[config.mk]
export PLATFORM = sky130hd
export DESIGN_NAME = counter_time_cfg
export DESIGN_NICKNAME = d
export VERILOG_FILES = /design/src/rtl/counter_time_pkg.sv /design/src/rtl/tick_prescaler.sv /design/src/rtl/counter_time_cfg.sv
export SDC_FILE = /design/constraint.sdc
export NUM_CORES = 1
export LEC_CHECK = 0
export BUFFER_PORTS_ARGS = -buffer_cell sky130_fd_sc_hd__buf_4
export CAP_MARGIN = 30
export CORE_MARGIN = 2
export CORE_UTILIZATION = 50
export DETAILED_ROUTE_END_ITERATION = 16
export PLACE_DENSITY = 0.86
export SKIP_LAST_GASP = 1
export SLEW_MARGIN = 20
export SYNTH_ARGS = -nofsm -noshare
export SYNTH_HDL_FRONTEND = slang
export SYNTH_SLANG_ARGS = --single-unit
[constraint.sdc]
create_clock -name clkt -period 5.7 [get_ports clkt]
set_clock_uncertainty 0.1 [all_clocks]
set_input_delay 0.855 -clock clkt [delete_from_list [all_inputs] [get_ports clkt]]
set_output_delay 0.855 -clock clkt [all_outputs]
set_load 0.05 [all_outputs]
[src/rtl/counter_time_pkg.sv]
// Shared constants and FSM encoding for the configurable count timer.
// Counter and bench both import this so direction/mode values agree.
package counter_time_pkg;

  typedef enum logic [1:0] {
    ST_IDLE = 2'd0,
    ST_RUN  = 2'd1,
    ST_DONE = 2'd2
  } state_e;

  localparam logic DIR_UP       = 1'b0;
  localparam logic DIR_DOWN     = 1'b1;
  localparam logic MODE_WRAP    = 1'b0;
  localparam logic MODE_ONESHOT = 1'b1;

endpackage

[src/rtl/tick_prescaler.sv]
// Divides enabled clock cycles by DIV; tick is asserted combinationally in
// the enabled cycle where the internal count sits at DIV-1.
module tick_prescaler #(
  parameter int DIV = 1
) (
  input  logic clkt,
  input  logic R,
  input  logic clr,
  input  logic en,
  output logic tick
);

  localparam int CW = (DIV > 1) ? $clog2(DIV) : 1;
  localparam logic [CW-1:0] LAST = CW'(DIV - 1);

  logic [CW-1:0] cnt;

  assign tick = en && (cnt == LAST);

  // Count only advances when enabled, so a deasserted enable freezes phase.
  always_ff @(posedge clkt) begin
    if (R || clr) begin
      cnt <= '0;
    end else if (en) begin
      cnt <= tick ? '0 : cnt + CW'(1);
    end
  end

endmodule

[src/rtl/counter_time_cfg.sv]
// Configurable up/down timer with wrap or one-shot behaviour and a prescaled
// count tick. FSM state is held in the named register 'state'.
module counter_time_cfg
  import counter_time_pkg::*;
#(
  parameter int WIDTH     = 4,
  parameter int PRESC_DIV = 1
) (
  input  logic             clkt,
  input  logic             R,
  input  logic             E,
  input  logic             start,
  input  logic             load,
  input  logic [WIDTH-1:0] load_val,
  input  logic [WIDTH-1:0] limit,
  input  logic             dir,
  input  logic             mode,
  output logic [WIDTH-1:0] tempo,
  output logic             end_time,
  output logic             done,
  output logic             running
);

  // Control handshake: start and load are single-cycle pulses sampled on the
  // rising edge with no ready; both are always accepted, priority
  // R > load > start > tick, and outputs reflect them one cycle later.

  state_e           state, state_next;
  logic [WIDTH-1:0] tempo_next;
  logic [WIDTH-1:0] start_val;
  logic [WIDTH-1:0] load_sat;
  logic             end_next;
  logic             terminal;
  logic             tick;
  logic             presc_en;
  logic             presc_clr;

  assign start_val = (dir == DIR_DOWN) ? limit : '0;
  assign load_sat  = (load_val > limit) ? limit : load_val;
  assign terminal  = (dir == DIR_UP) ? (tempo >= limit) : (tempo == '0);
  assign presc_en  = E && (state == ST_RUN);
  assign presc_clr = load || start;

  tick_prescaler #(
    .DIV (PRESC_DIV)
  ) u_presc (
    .clkt (clkt),
    .R    (R),
    .clr  (presc_clr),
    .en   (presc_en),
    .tick (tick)
  );

  always_comb begin
    state_next = state;
    tempo_next = tempo;
    end_next   = 1'b0;
    if (load) begin
      tempo_next = load_sat;
      if (state == ST_DONE) state_next = ST_IDLE;
    end else if (start) begin
      tempo_next = start_val;
      state_next = ST_RUN;
    end else if (tick) begin
      if (terminal) begin
        end_next = 1'b1;
        // One-shot holds the terminal value; wrap reloads and keeps running.
        if (mode == MODE_ONESHOT) begin
          state_next = ST_DONE;
        end else begin
          tempo_next = start_val;
        end
      end else if (dir == DIR_DOWN) begin
        tempo_next = tempo - WIDTH'(1);
      end else begin
        tempo_next = tempo + WIDTH'(1);
      end
    end
  end

  always_ff @(posedge clkt) begin
    if (R) begin
      state    <= ST_IDLE;
      tempo    <= '0;
      end_time <= 1'b0;
      done     <= 1'b0;
      running  <= 1'b0;
    end else begin
      state    <= state_next;
      tempo    <= tempo_next;
      end_time <= end_next;
      done     <= (state_next == ST_DONE);
      running  <= (state_next == ST_RUN);
    end
  end

endmodule

==> run summary <==
Status
• result of the run: complete, no violations

Timing
• worst-margin pin slew: 609 ps
• fmax: 401 MHz
• count of endpoints failing hold in the final timing report: 0
• setup total negative slack: 0 ps
• unrepaired setup endpoints after global routing: no
• final max-slew violation count: 0
• final worst-path setup slack: 3210 ps
• post-layout min period: 2490 ps
• part of the cycle the worst path needs: 43.7%
• Final Setup Violations: 0
• tightest slew margin relative to the limit: 59.2%

Layout
• Multi-input gate area: 594 um2
• Post-layout nets: 150
• synthesis-to-layout area growth: 24.8%
• sequential cell area: 200 um2
• number of diodes: 0
• fraction of final layout cells sized beyond drive strength 1: 26.0%
• fill cell total of the finished layout: 126

Setup path
• kind of cell adding the most delay to the critical path: compound AO/OA/AOI/OAI gates
• signal arrival time at the worst endpoint: 2560 ps
• worst stage delay on the critical path: 470 ps
• cell breakdown of the critical path: buf_4, inv_1, ha_1, and4_1, a31oi_1, mux2i_1, nor2_1, a221o_1
• crit end category: flop
• library cell contributing the largest single delay on the critical path: sky130_fd_sc_hd__a31oi_1
• WP buf/inv: 2
• Crit path required time: 5770 ps
• type of element launching the critical path: input port
• Setup Crit Path Kind: input port to flop
• worst-path fanout max: 6

Run
• maximum capacitance violations: 0

Floorplanning
• floorplan die height: 45.2 um
• effective utilization at floorplan: 55.0%
• Die Width: 45.2 um
• die area: 2040 um2
• Boundary Pins: 22
• Floorplan Core Area: 1540 um2
• std cell rows: 14

Synth
• most repeated cell in the gate-level netlist after synthesis: sky130_fd_sc_hd__inv_1
• commonest register cell after synthesis: sky130_fd_sc_hd__dfxtp_1
• area fraction of the dominant cell type after synthesis: 23.6%
• ranking of synthesized cells by area: sky130_fd_sc_hd__dfxtp_1, sky130_fd_sc_hd__ha_1, sky130_fd_sc_hd__inv_1
• share of synthesized flip-flops with an asynchronous set or reset: 0%
• largest area contributor in the synthesized netlist: sky130_fd_sc_hd__dfxtp_1
• cell count after synthesis: 99
• area of the mapped netlist: 847 um2
• Yosys reg bits: 10
• Mapped Nets: 125
• top post-synthesis cells by count: sky130_fd_sc_hd__inv_1, sky130_fd_sc_hd__dfxtp_1, sky130_fd_sc_hd__ha_1
• EDFF count, synth: 0
• sequential area share after synthesis: 23.6%
• post-synthesis area per instance: 8.56 um2
• Distinct cells, synth: 40
• number of warnings issued by yosys: 0

Pwr
• maximum resistive drop on vdd: 91.8 uV
• part of the total power dissipated in the clock network: 28.5%
• Switching Share: 36.0%
• logic gate share of total power: 36.4%
• sequential share of power: 35.1%
• switching pwr: 0.0840 mW
• Cell Int Power: 0.149 mW
• Pwr Density: 220 nW/um2
• static leakage: 0.502 nW

Clock tree
• total setup buffers inserted after CTS: 0
• clock buffer count from CTS: 3
• Longest Clk Path Bufs: 2
• clock tree from TritonCTS: built
• clock root buffer: sky130_fd_sc_hd__clkbuf_4
• CTS hold repair buffers: 0
• insertion delay to the later sink of the worst-skew pair: 280 ps
• quantity of gates resized following cts: 0
• H-tree depth: 1
• clock transition at the registers of the reported paths: 70 ps
• CTS sink cnt: 10

GRT
• All-Layer GR Usage: 23.6%
• residual overflow from global routing: 0
• first-pass GRT wire length: 3540 um
• largest net degree at the start of global routing: 10
• number of global-route vias before repair: 836
• number of antenna violations at the first check in global routing: 0

Route
• Post-DRT Antenna Nets: 0
• final routed wirelength across all metal layers: 2020 um
• violation count after the first detailed-routing iteration: 16
• TritonRoute pass-1 iters: 4
• average vias per placed instance: 6.00
• total vias in the final route: 834
• WL/cell: 14.6 um
• number of remaining DRC errors: 0

Placed design
• global placer's final weighted congestion: 0.812
• total half-perimeter wirelength after legalization and detailed placement: 1680 um
• pre-CTS WS: 2920 ps
• number of buffer cells added on primary ports: 21

Hold path
• min-delay worst type: flop to flop

through the flow:
step | utilization, % | std cells | hold WS [ps] | power [mW] | cell area, um2
5_1_grt | 68.6 | 139 | 373 | 0.247 | 1060
3_5_place_dp | 66.2 | 135 | 321 | 0.168 | 1020
6_report | 68.6 | 139 | 332 | 0.233 | 1060
4_1_cts | 68.6 | 139 | 334 | 0.234 | 1060
2_1_floorplan | - | 99 | 305 | 0.140 | 847
3_3_place_gp | 66.2 | 135 | 312 | 0.165 | 1020
tightest hold or removal path, stage by stage (launching register included):
cell                      delay [ps]
sky130_fd_sc_hd__dfxtp_1         310
sky130_fd_sc_hd__nand2_1          50
sky130_fd_sc_hd__nor2_1           30
layout by cell type (no fill, tap or decap), types with 2 or more instances in the layout:
cell,count
sky130_fd_sc_hd__ha_1,10
sky130_fd_sc_hd__dfxtp_1,10
sky130_fd_sc_hd__a32o_1,2
sky130_fd_sc_hd__nand3_1,3
sky130_fd_sc_hd__buf_4,21
sky130_fd_sc_hd__a211oi_1,2
sky130_fd_sc_hd__o21ai_0,2
sky130_fd_sc_hd__inv_1,13
sky130_fd_sc_hd__mux2i_1,4
sky130_fd_sc_hd__nand2_1,8
sky130_fd_sc_hd__clkbuf_4,3
sky130_fd_sc_hd__a221o_1,2
sky130_fd_sc_hd__a21oi_1,8
sky130_fd_sc_hd__nor2_1,7
logic make-up (layout without fill, tap and decap cells):
kind of cell    count (synthesis)  in the layout  synth area share [%]
flops                          10             10                  23.6
compound gates                 30             30                  29.2
xor+xnor                        1              1                  1.03
fa+ha+maj                      11             11                  17.1
buf+inv                        14             38                  6.20
mux                             4              4                  4.73
simple gates                   29             29                  18.0
flip-flops by register name, indices dropped and copies added (netlist names):
| name | flops |
|---|---|
| tempo | 4 |
| done | 1 |
| state | 2 |
| end_time | 1 |
| u_presc.cnt | 1 |
| running | 1 |
path summary, 6_finish.rpt:
kind / start / end / slack (ps) / cells after the start
worst max-delay path: limit[3] / tempo[1] / 3210 / 8
worst min-delay path: u_presc.cnt / u_presc.cnt / 330 / 2
worst max register to register: tempo[0] / tempo[2] / 3360 / 7
worst min register to register: u_presc.cnt / u_presc.cnt / 330 / 2
layer usage:
metal / vias to the layer above / GRT usage (%) / share of wire (%)
met5: - / 0 / 0
met4: 0 / 15.3 / 3.5
met3: 7 / 2.80 / 5.0
met2: 24 / 40.0 / 49
met1: 388 / 27.8 / 42
li1: 415 / - / -
cell type report:
type                    instances  share of cell area [%]
flip-flops and latches         10                    18.9
multi-input cells              75                    56.2
inverters                      13                    4.62
well taps                      16                    1.89
clock buffers                   4                    3.43
repair buffers                 21                    14.9
power groups by stage:
stage / sequential [mW] / clock (mW) / combinational, mW
4_1_cts: 0.0817 / 0.0671 / 0.0848
2_1_floorplan: 0.0937 / 0 / 0.0465
3_3_place_gp: 0.0833 / 0 / 0.0818
5_1_grt: 0.0825 / 0.0703 / 0.0943
6_report: 0.0818 / 0.0664 / 0.0849
3_5_place_dp: 0.0833 / 0 / 0.0847
(Power assumes the default switching activity.)
